**src/rtl/mc_pkg.sv**
```systemverilog
// Shared encodings for the multi-cycle MIPS control unit, ALU and datapath.
package mc_pkg;

    // ALU operation codes
    localparam logic [3:0] ALU_ADD = 4'b0000;
    localparam logic [3:0] ALU_SUB = 4'b0100;
    localparam logic [3:0] ALU_AND = 4'b0001;
    localparam logic [3:0] ALU_OR  = 4'b0101;
    localparam logic [3:0] ALU_XOR = 4'b0010;
    localparam logic [3:0] ALU_LUI = 4'b0110;
    localparam logic [3:0] ALU_SLL = 4'b0011;
    localparam logic [3:0] ALU_SRL = 4'b0111;
    localparam logic [3:0] ALU_SRA = 4'b1111;
    localparam logic [3:0] ALU_SQR = 4'b1011;

    // Opcodes (IR[31:26])
    localparam logic [5:0] OP_RTYPE = 6'b000000;
    localparam logic [5:0] OP_ADDI  = 6'b001000;
    localparam logic [5:0] OP_ANDI  = 6'b001100;
    localparam logic [5:0] OP_ORI   = 6'b001101;
    localparam logic [5:0] OP_XORI  = 6'b001110;
    localparam logic [5:0] OP_LUI   = 6'b001111;
    localparam logic [5:0] OP_LW    = 6'b100011;
    localparam logic [5:0] OP_SW    = 6'b101011;
    localparam logic [5:0] OP_BEQ   = 6'b000100;
    localparam logic [5:0] OP_BNE   = 6'b000101;
    localparam logic [5:0] OP_J     = 6'b000010;
    localparam logic [5:0] OP_JAL   = 6'b000011;

    // R-type function codes (IR[5:0])
    localparam logic [5:0] FN_ADD = 6'b100000;
    localparam logic [5:0] FN_SUB = 6'b100010;
    localparam logic [5:0] FN_AND = 6'b100100;
    localparam logic [5:0] FN_OR  = 6'b100101;
    localparam logic [5:0] FN_XOR = 6'b100110;
    localparam logic [5:0] FN_SLL = 6'b000000;
    localparam logic [5:0] FN_SRL = 6'b000010;
    localparam logic [5:0] FN_SRA = 6'b000011;
    localparam logic [5:0] FN_SQR = 6'b111000;
    localparam logic [5:0] FN_JR  = 6'b001000;

    // Sequencer states
    typedef enum logic [2:0] {
        S_IF  = 3'd0,
        S_ID  = 3'd1,
        S_EXE = 3'd2,
        S_MEM = 3'd3,
        S_WB  = 3'd4
    } state_t;

    // Instruction classes produced by the decoder
    typedef enum logic [3:0] {
        C_RTYPE, C_ALUI, C_LOAD, C_STORE, C_BRANCH,
        C_JUMP, C_JAL, C_JR, C_ILLEGAL
    } iclass_t;

    // ALU A select
    localparam logic [1:0] A_PC    = 2'd0;
    localparam logic [1:0] A_RS    = 2'd1;
    localparam logic [1:0] A_SHAMT = 2'd2;
    // ALU B select
    localparam logic [1:0] B_RT    = 2'd0;
    localparam logic [1:0] B_FOUR  = 2'd1;
    localparam logic [1:0] B_IMM   = 2'd2;
    localparam logic [1:0] B_IMM2  = 2'd3;
    // PC source
    localparam logic [1:0] PC_ALU    = 2'd0;
    localparam logic [1:0] PC_ALUOUT = 2'd1;
    localparam logic [1:0] PC_JUMP   = 2'd2;
    localparam logic [1:0] PC_RS     = 2'd3;
    // Register write address
    localparam logic [1:0] DST_RT  = 2'd0;
    localparam logic [1:0] DST_RD  = 2'd1;
    localparam logic [1:0] DST_R31 = 2'd2;
    // Register write data
    localparam logic [1:0] WD_ALUOUT = 2'd0;
    localparam logic [1:0] WD_MDR    = 2'd1;
    localparam logic [1:0] WD_PC     = 2'd2;
    // Memory address and immediate extension
    localparam logic IOR_PC     = 1'b0;
    localparam logic IOR_ALUOUT = 1'b1;
    localparam logic EXT_ZERO   = 1'b0;
    localparam logic EXT_SIGN   = 1'b1;

endpackage

```
**src/rtl/mc_decode.sv**
```systemverilog
// Combinational instruction decoder: class, execute-stage ALU code and extension mode.
module mc_decode
    import mc_pkg::*;
(
    input  logic [5:0] op,
    input  logic [5:0] func,
    output iclass_t    cls,
    output logic [3:0] aluc,
    output logic       sext
);

    // Map {op, func} to class, ALU operation and immediate extension
    always_comb begin
        cls  = C_ILLEGAL;
        aluc = ALU_ADD;
        sext = EXT_SIGN;
        case (op)
            OP_RTYPE: begin
                cls = C_RTYPE;
                case (func)
                    FN_ADD:  aluc = ALU_ADD;
                    FN_SUB:  aluc = ALU_SUB;
                    FN_AND:  aluc = ALU_AND;
                    FN_OR:   aluc = ALU_OR;
                    FN_XOR:  aluc = ALU_XOR;
                    FN_SLL:  aluc = ALU_SLL;
                    FN_SRL:  aluc = ALU_SRL;
                    FN_SRA:  aluc = ALU_SRA;
                    FN_SQR:  aluc = ALU_SQR;
                    FN_JR:   cls  = C_JR;
                    default: cls  = C_ILLEGAL;
                endcase
            end
            OP_ADDI: begin cls = C_ALUI; aluc = ALU_ADD; end
            OP_ANDI: begin cls = C_ALUI; aluc = ALU_AND; sext = EXT_ZERO; end
            OP_ORI:  begin cls = C_ALUI; aluc = ALU_OR;  sext = EXT_ZERO; end
            OP_XORI: begin cls = C_ALUI; aluc = ALU_XOR; sext = EXT_ZERO; end
            OP_LUI:  begin cls = C_ALUI; aluc = ALU_LUI; end
            OP_LW:   cls = C_LOAD;
            OP_SW:   cls = C_STORE;
            OP_BEQ, OP_BNE: begin cls = C_BRANCH; aluc = ALU_SUB; end
            OP_J:    cls = C_JUMP;
            OP_JAL:  cls = C_JAL;
            default: cls = C_ILLEGAL;
        endcase
    end

endmodule

```
**src/rtl/mc_control.sv**
```systemverilog
// Multi-cycle MIPS control unit: IF/ID/EXE/MEM/WB sequencer and datapath control outputs.
module mc_control
    import mc_pkg::*;
(
    input  logic       clock,
    input  logic       reset,
    input  logic [5:0] op,
    input  logic [5:0] func,
    input  logic       z,
    output logic [3:0] aluc,
    output logic [1:0] alu_a_sel,
    output logic [1:0] alu_b_sel,
    output logic       sext,
    output logic       pc_wr,
    output logic [1:0] pc_src,
    output logic       iord,
    output logic       ir_wr,
    output logic       mem_wr,
    output logic       reg_wr,
    output logic [1:0] reg_dst,
    output logic [1:0] wd_sel,
    output logic       illegal
);

    state_t     state;
    iclass_t    cls;
    logic [3:0] exe_aluc;
    logic       exe_sext;

    mc_decode u_decode (
        .op   (op),
        .func (func),
        .cls  (cls),
        .aluc (exe_aluc),
        .sext (exe_sext)
    );

    // State sequencing; undefined encodings fall back to IF
    always_ff @(posedge clock or posedge reset) begin
        if (reset) begin
            state <= S_IF;
        end else begin
            case (state)
                S_IF: state <= S_ID;
                S_ID: begin
                    case (cls)
                        C_JUMP, C_JAL, C_JR, C_ILLEGAL: state <= S_IF;
                        default:                        state <= S_EXE;
                    endcase
                end
                S_EXE: begin
                    case (cls)
                        C_RTYPE, C_ALUI:  state <= S_WB;
                        C_LOAD, C_STORE:  state <= S_MEM;
                        default:          state <= S_IF;
                    endcase
                end
                S_MEM:   state <= (cls == C_LOAD) ? S_WB : S_IF;
                S_WB:    state <= S_IF;
                default: state <= S_IF;
            endcase
        end
    end

    // Per-state datapath controls; write enables are masked while reset is high
    always_comb begin
        aluc      = ALU_ADD;
        alu_a_sel = A_PC;
        alu_b_sel = B_RT;
        sext      = EXT_ZERO;
        pc_wr     = 1'b0;
        pc_src    = PC_ALU;
        iord      = IOR_PC;
        ir_wr     = 1'b0;
        mem_wr    = 1'b0;
        reg_wr    = 1'b0;
        reg_dst   = DST_RT;
        wd_sel    = WD_ALUOUT;
        illegal   = 1'b0;
        case (state)
            S_IF: begin
                alu_b_sel = B_FOUR;
                ir_wr     = 1'b1;
                pc_wr     = 1'b1;
            end
            S_ID: begin
                alu_b_sel = B_IMM2;
                sext      = EXT_SIGN;
                case (cls)
                    C_JUMP: begin pc_wr = 1'b1; pc_src = PC_JUMP; end
                    C_JAL: begin
                        pc_wr   = 1'b1;
                        pc_src  = PC_JUMP;
                        reg_wr  = 1'b1;
                        reg_dst = DST_R31;
                        wd_sel  = WD_PC;
                    end
                    C_JR:      begin pc_wr = 1'b1; pc_src = PC_RS; end
                    C_ILLEGAL: illegal = 1'b1;
                    default: ;
                endcase
            end
            S_EXE: begin
                aluc      = exe_aluc;
                alu_a_sel = A_RS;
                case (cls)
                    C_RTYPE: begin
                        if (exe_aluc == ALU_SLL || exe_aluc == ALU_SRL || exe_aluc == ALU_SRA)
                            alu_a_sel = A_SHAMT;
                    end
                    C_ALUI, C_LOAD, C_STORE: begin
                        alu_b_sel = B_IMM;
                        sext      = exe_sext;
                    end
                    C_BRANCH: begin
                        pc_src = PC_ALUOUT;
                        pc_wr  = (op == OP_BNE) ? ~z : z;
                    end
                    default: ;
                endcase
            end
            S_MEM: begin
                iord   = IOR_ALUOUT;
                mem_wr = (cls == C_STORE);
            end
            S_WB: begin
                reg_wr = 1'b1;
                case (cls)
                    C_RTYPE: reg_dst = DST_RD;
                    C_LOAD:  wd_sel  = WD_MDR;
                    default: ;
                endcase
            end
            default: ;
        endcase
        if (reset) begin
            pc_wr   = 1'b0;
            ir_wr   = 1'b0;
            mem_wr  = 1'b0;
            reg_wr  = 1'b0;
            illegal = 1'b0;
        end
    end

endmodule
```
**config.mk**
```make
export PLATFORM = sky130hd
export DESIGN_NAME = mc_control
export DESIGN_NICKNAME = d
export VERILOG_FILES = /design/src/rtl/mc_pkg.sv /design/src/rtl/mc_decode.sv /design/src/rtl/mc_control.sv
export SDC_FILE = /design/constraint.sdc
export NUM_CORES = 1
export LEC_CHECK = 0
export ABC_AREA = 1
export ABC_CLOCK_PERIOD_IN_PS = 2900
export BUFFER_PORTS_ARGS = -buffer_cell sky130_fd_sc_hd__buf_2
export CORE_UTILIZATION = 51
export CTS_CLUSTER_SIZE = 24
export DETAILED_ROUTE_END_ITERATION = 10
export GPL_ROUTABILITY_DRIVEN = 0
export PLACE_DENSITY_LB_ADDON = 0.2
export SLEW_MARGIN = 40
export SYNTH_ARGS = -nofsm -noshare
export SYNTH_HDL_FRONTEND = slang
export SYNTH_SLANG_ARGS = --single-unit
```
**constraint.sdc**
```tcl
create_clock -name clock -period 2.9 [get_ports clock]
set_input_delay 0.145 -clock clock [delete_from_list [all_inputs] [get_ports clock]]
set_output_delay 0.145 -clock clock [all_outputs]
set_load 0.02 [all_outputs]
```
==> results.ini <==
[sta]
tightest_slew_ns=0.4553
tns_ns=0
period_share=0.6508
slew_headroom=0.6953
setup_viol=0
maxSlewViolCount=0
min_period_ns=1.887
worst_slack_ns=1.013
fmax_mhz=529.9
rsz0062_at_grt=false
skew_ns=0.004722
whs_ns=0.3538
hold_viol=0

[cells_and_area]
drive_gt1_frac=0.3249
antenna_cells=0
final_cell_mix=buf_2 (35), nor2_1 (32), nand2_1 (30)
reg_top3=state (3)
top_register=state
final_nets=213
syn_to_final_growth_pct=26.72
largest_register_ffs=3
layout_commonest_cell=buf_2

[power_and_ir_drop]
power_mw=0.3701
p_per_area_nw_per_um2=348.4
peakVddDrop_mv=0.3428
p_leak_nw=0.6288

[route]
first_iter_violations=45
drc=0
vias=1106
drt-pass1-iter-count=4
wl_per_cell_um=10.55
wirelength_um=2247
ant_nets=0
via_per_inst=5.192

[die]
die_y_um=42.54
rows=14
ioPinCount=36
die_x_um=42.54
start_util=0.5501
core-area_um2=1524
die_area_um2=1810

[clocking]
post_cts_buffers=0
htree_num_levels=1
clk_latency_ns=0.25
cts_root_buffer=clkbuf_4
cts_sinks=3
cts_buffers=3
cts_tree=done
clk_pin_slew_worst_paths_ns=0.05
cts_buffer_depth=2

[synth]
synth_area_um2=838.3
ys_seq_elements=3
ys_types=23
yosysWarnings=0
synth_cells=158
synth_seq_area_share=0.08955
synth_fp_nets=173
syn_area_per_cell_um2=5.306

[global_routing]
grt_pass1_vias=944
globalRouteOverflowTotal=0
antenna_found_initial=0
grt_usage=0.2648
grt_max_degree=11
grt_pass1_wl_um=3801

[critical_path]
start_kind=register
endpoint=sext
crit_fanout=7
cp.arrival_ns=1.74
startpoint=state[2]$_DFF_PP0_
timing.rr.start=state[2]$_DFF_PP0_
regToRegSetupSlack_ns=1.57
cp.required_ns=2.76
worstReg2RegEnd=state[2]$_DFF_PP0_
r2r_cells=5
endpoint_kind=primary output
critPathKind=register to primary output

[placed_design]
place_ws_ns=1.291
hpwl_um=1815
io_buffers=35

[run_status]
outcome=complete, no violations

[job]
drv_cap=0

[hold_path]
hold_path.class=input pin to asynchronous set/reset pin

## power breakdown
group	total, mW	switching [mW]	leakage, nW	internal [mW]
combinational	0.222	0.156	0.574	0.0668
clock	0.0848	0.0326	0.0150	0.0523
sequential	0.0628	0.0115	0.0394	0.0513
## what timing repair did
item | in CTS | in global routing
hold buffers | 1 | 0
gates resized for setup | 0 | 0
hold endpoints to repair | 3 | 0
## worst min path at each step
stage                         end  slack, ns  depth (start not counted)
4_1_cts        state[1]$_DFF_PP0_       0.37                          3
2_1_floorplan  state[0]$_DFF_PP0_      -0.09                          1
3_5_place_dp   state[1]$_DFF_PP0_       0.07                          2
6_report       state[2]$_DFF_PP0_       0.35                          3
5_1_grt        state[1]$_DFF_PP0_       0.37                          3
3_3_place_gp   state[2]$_DFF_PP0_       0.06                          2
## Yosys cell counts
master,n,share of area
a21oi_1,6,0.036
a21oi_2,1,0.010
buf_4,1,0.0090
dfrtp_1,3,0.090
inv_1,25,0.11
inv_2,3,0.013
nand2_1,30,0.13
nand2_2,5,0.037
nand3_1,20,0.12
nand3_2,4,0.048
nand3b_1,1,0.0090
nand3b_2,1,0.013
nand4_1,4,0.030
nor2_1,32,0.14
nor2_2,7,0.052
nor2_4,3,0.040
nor2_8,1,0.024
nor3_1,2,0.012
nor3b_2,1,0.015
o21ai_0,5,0.030
o21ai_1,1,0.0060
o21bai_1,1,0.0090
or2_1,1,0.0075
## worst max-delay path, stage by stage (launching register included)
cell	delay [ns]
dfrtp_1	0.42
inv_1	0.09
nand2_1	0.05
nor2_1	0.36
o21ai_0	0.19
o21ai_0	0.19
buf_2	0.19
## stage by stage
stage,util,area (um^2),std cells
final,0.6970,1062,213
after global routing,0.6970,1062,213
after CTS,0.6970,1062,213
after detailed placement,0.6732,1026,208
after global placement,0.6732,1026,208
after floorplan,-,838.3,158
## routing by layer
layer	up-vias	track usage	share of wire
met2	34	0.4369	0.47
met4	0	0.06875	0.0076
met1	493	0.3586	0.48
li1	576	-	-
met3	3	0.03879	0.039
met5	-	0	0
## cell type report
cell class	count	area, um^2
multi-input combinational	126	650.6
fill	136	461.7
timing repair buffer	36	185.2
inverter	28	105.1
sequential	3	75.07
clock buffer	4	26.28
tap	16	20.02
## cells by family after synthesis
| kind of cell | after synthesis | share of synthesized area |
|---|---|---|
| compound gates | 14 | 0.09104 |
| simple gates | 112 | 0.6851 |
| flops | 3 | 0.08955 |
| buf+inv | 29 | 0.1343 |
Note: power is estimated with default switching activity, not from simulation.
